[config.mk]
export PLATFORM = sky130hd
export DESIGN_NAME = pattern_hflipper
export DESIGN_NICKNAME = d
export VERILOG_FILES = /design/src/rtl/pattern_pkg.sv /design/src/rtl/pattern_pixel_reverse.sv /design/src/rtl/pattern_hflipper.sv
export SDC_FILE = /design/constraint.sdc
export NUM_CORES = 1
export LEC_CHECK = 0
export ABC_AREA = 1
export CORE_ASPECT_RATIO = 0.7
export CORE_MARGIN = 1.5
export CORE_UTILIZATION = 36
export CTS_CLUSTER_DIAMETER = 100
export DETAILED_ROUTE_END_ITERATION = 7
export GPL_TIMING_DRIVEN = 0
export PLACE_DENSITY = 0.69
export SLEW_MARGIN = 20
export SYNTH_ARGS = -nofsm -noshare
export SYNTH_HDL_FRONTEND = slang
export SYNTH_SLANG_ARGS = --single-unit
[constraint.sdc]
create_clock -name clk -period 0.8 [get_ports clk]
set_input_delay 0.12 -clock clk [delete_from_list [all_inputs] [get_ports clk]]
set_output_delay 0.12 -clock clk [all_outputs]
set_load 0.01 [all_outputs]
[src/rtl/pattern_pkg.sv]
// pattern_pkg: shared pattern-row geometry and types for foreground and PMF logic
package pattern_pkg;
   localparam int PATTERN_PIXELS = 8;
   localparam int PATTERN_BPP = 2;
   localparam int PATTERN_LW = PATTERN_PIXELS * PATTERN_BPP;
   typedef logic [PATTERN_BPP-1:0] pixel_t;
   typedef pixel_t [PATTERN_PIXELS-1:0] pattern_line_t;
endpackage

[src/rtl/pattern_pixel_reverse.sv]
// pattern_pixel_reverse: combinational whole-pixel reversal of a packed row, bits within a pixel kept
module pattern_pixel_reverse
   import pattern_pkg::*;
#(
   parameter int PIXELS = PATTERN_PIXELS,
   parameter int BPP = PATTERN_BPP
) (
   input  logic [PIXELS*BPP-1:0] line_in,
   output logic [PIXELS*BPP-1:0] line_out
);
   for (genvar i = 0; i < PIXELS; i++) begin : g_px
      assign line_out[i*BPP +: BPP] = line_in[(PIXELS-1-i)*BPP +: BPP];
   end
endmodule

[src/rtl/pattern_hflipper.sv]
// pattern_hflipper: registered optional horizontal mirror of a sprite pattern row; PATTERN_HFLIPPER_OPAQUE_MASK_EN adds opaque_mask
module pattern_hflipper
   import pattern_pkg::*;
#(
   parameter int PIXELS = PATTERN_PIXELS,
   parameter int BPP = PATTERN_BPP
) (
   input  logic                  clk,
   input  logic                  rst,
   input  logic                  in_valid,
   input  logic [PIXELS*BPP-1:0] line_in,
   input  logic                  hflip,
   output logic                  out_valid,
   output logic [PIXELS*BPP-1:0] line_out
`ifdef PATTERN_HFLIPPER_OPAQUE_MASK_EN
   ,
   output logic [PIXELS-1:0]     opaque_mask
`endif
);
   logic [PIXELS*BPP-1:0] rev, nxt;
   pattern_pixel_reverse #(.PIXELS(PIXELS), .BPP(BPP)) u_rev (.line_in(line_in), .line_out(rev));
   assign nxt = hflip ? rev : line_in;
`ifdef PATTERN_HFLIPPER_OPAQUE_MASK_EN
   logic [PIXELS-1:0] mask_nxt;
   for (genvar j = 0; j < PIXELS; j++) begin : g_mask
      assign mask_nxt[j] = |nxt[j*BPP +: BPP];
   end
   // capture row and opacity together on accepted inputs; hold otherwise
   always_ff @(posedge clk) begin
      if (rst) begin
         out_valid <= 1'b0;
         line_out <= '0;
         opaque_mask <= '0;
      end else begin
         out_valid <= in_valid;
         if (in_valid) begin
            line_out <= nxt;
            opaque_mask <= mask_nxt;
         end
      end
   end
`else
   // capture the row on accepted inputs; hold otherwise
   always_ff @(posedge clk) begin
      if (rst) begin
         out_valid <= 1'b0;
         line_out <= '0;
      end else begin
         out_valid <= in_valid;
         if (in_valid) line_out <= nxt;
      end
   end
`endif
endmodule

==> results.toml <==
[hold_path]
hold_end = "out_valid"
holdCritStartpoint = "rst"
min_path_cells = 2
min_path_type = "in -> reg"

[setup_path]
path_cells = "buf_6"
cp-start-kind = "flip-flop"
cpPeakStageDelay_ps = 340
timing.rr.end = "line_out[15]"
reg2reg_slack_ps = 130
reg2reg_depth = 2
critPathMaxFanout = 2
path_delay_family = "flip-flops"
endpoint_kind = "output port"
r2r-start = "line_out[15]"
cp.required_ps = 680
crit_arrival_ps = 750
path_buf_inv = 1
crit_slowest_cell = "dfxtp_2"
crit_type = "reg -> out"

[power_and_ir_drop]
pwr_density_cell_nw_per_um2 = 1460
ir_worst_vdd_mv = 0.931
leakagePower_nw = 0.695
power_mw = 1.94

[logic_synthesis]
syn_area_um2 = 842
syn-num-nets = 159
yosys-top-cells-area = "dfxtp_1 40%, nor2_1 22%, nand2_1 14%, inv_1 8.0%, o21ai_0 7.7%"
synth.ff_latch_count = 17
synth.distinct_cells = 9
ys_seq_area_share_pct = 40.4
synth_largest_area_cell = "dfxtp_1"
synth.top_cell.area_share_pct = 40.4
yosys_warnings = 0
syn_inst = 139
syn_area_per_cell_um2 = 6.06

[clocking]
worstSkewPairLatency_ps = 290
cts_tree = "yes"
cts_root_buffer = "clkbuf_4"
numCtsBuffers = 3
clkSinkCount = 17
clock_path_buffers = 2
hold_buffers = 0
ctsHtreeMaxLevel = 1
clkTransAtPathRegs_ps = 100

[run_status]
outcome = "finished, violations left"
violations = "setup timing"

[place]
pre_cts_ws_ps = -479
routabilityCongestion = 0.792
dp_hpwl_um = 1530
port_buffers = 36
dpl.cell_count = 207
placed_cell_area_um2 = 1240

[global_route]
grt_pass1_wl_um = 3250
antenna_found_initial = 0
grt_usage_pct = 16.5
first_global_vias = 752
grt_overflow = 0
grt_max_degree = 11

[timing]
rsz0062_at_grt = "yes"
tightest_slew_ps = 224
min_period_over_period_pct = 109
worst_slack_ps = -69.0
fin_crit_ps = 869
fmax_ghz = 1.15
clock_skew_ps = 0
relSlewSlack_pct = 85.1
drv_slew = 0
finalHoldViolCount = 0
setup_viol = 17

[detailed_routing]
drt_first_pass_iters = 4
routed_wl_um = 2170
drt-vias-per-instance = 4.28
drc = 0
vias = 911
first_iter_violations = 42
final_antenna_net_count = 0
post_drt_wl_per_cell_um = 10.2

[die]
die_w_um = 60.8
core_area_um2 = 2170
initial_core_util_pct = 38.8
io_pins = 37
rows = 14
die_h_um = 43.5
die_area_um2 = 2640

[final_layout]
drive_gt1_share_pct = 25.4
diodes = 0
nets = 202
fin_cells = 213
mostFrequentLayoutCell = "nor2_1"
area_growth_pct = 58.4
final_cell_mix = "49 x nor2_1, 32 x nand2_1, 20 x buf_6"
fin_area_um2 = 1330

[run]
drv_cap = 0
## power by group
part	internal [mW]	switching, mW	leakage (nW)
combinational	0.283	0.224	0.534
sequential	0.919	0.0376	0.146
clock	0.194	0.286	0.0150
## metrics by stage
step | TNS, ps | utilization, % | hold WS [ps]
finish | -1050 | 61.4 | 20.3
global route | -1450 | 61.4 | 26.6
CTS | -1220 | 60.7 | 355
detailed placement | -10190 | 57.2 | 496
global placement | -10130 | 57.2 | 477
floorplan | 0 | - | 192
## sequential cells by signal (all words and copies together), names as in the netlist
signal	flops
line_out	16
out_valid	1
## final cells by class
type	count	area (um^2)
plain buffers	7	67.6
clock buffers	4	26.3
fillers	223	838
inverters	18	67.6
multi-input cells	97	384
flip-flops and latches	17	360
well taps	32	40.0
repair buffers	38	388
## cell families after synthesis
family | after synthesis | synth area share [%]
AOI/OAI and AO/OA | 16 | 9.51
buffers and inverters | 25 | 14.0
DFF | 17 | 40.4
and+or+nand+nor | 81 | 36.1
## layer usage
layer	part of all wire [%]	vias to the layer above	track usage, %	wire length (um)
met4	0	0	1.30	0
met2	43	27	25.4	936
met3	6.9	0	6.27	149
li1	-	494	-	-
met5	0	-	0	0
met1	50	390	23.2	1080
## repair_timing
action,CTS,global route
gates resized for setup,109,1
setup endpoints to repair,34,27
buffers inserted,0,1
endpoints found under the hold margin,0,0
cloned,0,1
pin swaps,0,1
## worst max path at each step
| stage | start | depth (start not counted) | endpoint |
|---|---|---|---|
| floorplan | line_out[15] | 2 | line_out[15] |
| global placement | in_valid | 5 | line_out[9] |
| detailed placement | in_valid | 5 | line_out[7] |
| CTS | line_out[8] | 1 | line_out[8] |
| global route | line_out[6] | 1 | line_out[6] |
| finish | line_out[8] | 1 | line_out[8] |
## cell usage after synthesis
| library cell | count |
|---|---|
| o21ai_0 | 13 |
| nor2_1 | 49 |
| inv_1 | 18 |
| buf_4 | 1 |
| nand2_1 | 32 |
| buf_2 | 4 |
| buf_6 | 2 |
| dfxtp_1 | 17 |
| o21ai_1 | 3 |
Note: power is estimated with default switching activity, not from simulation.
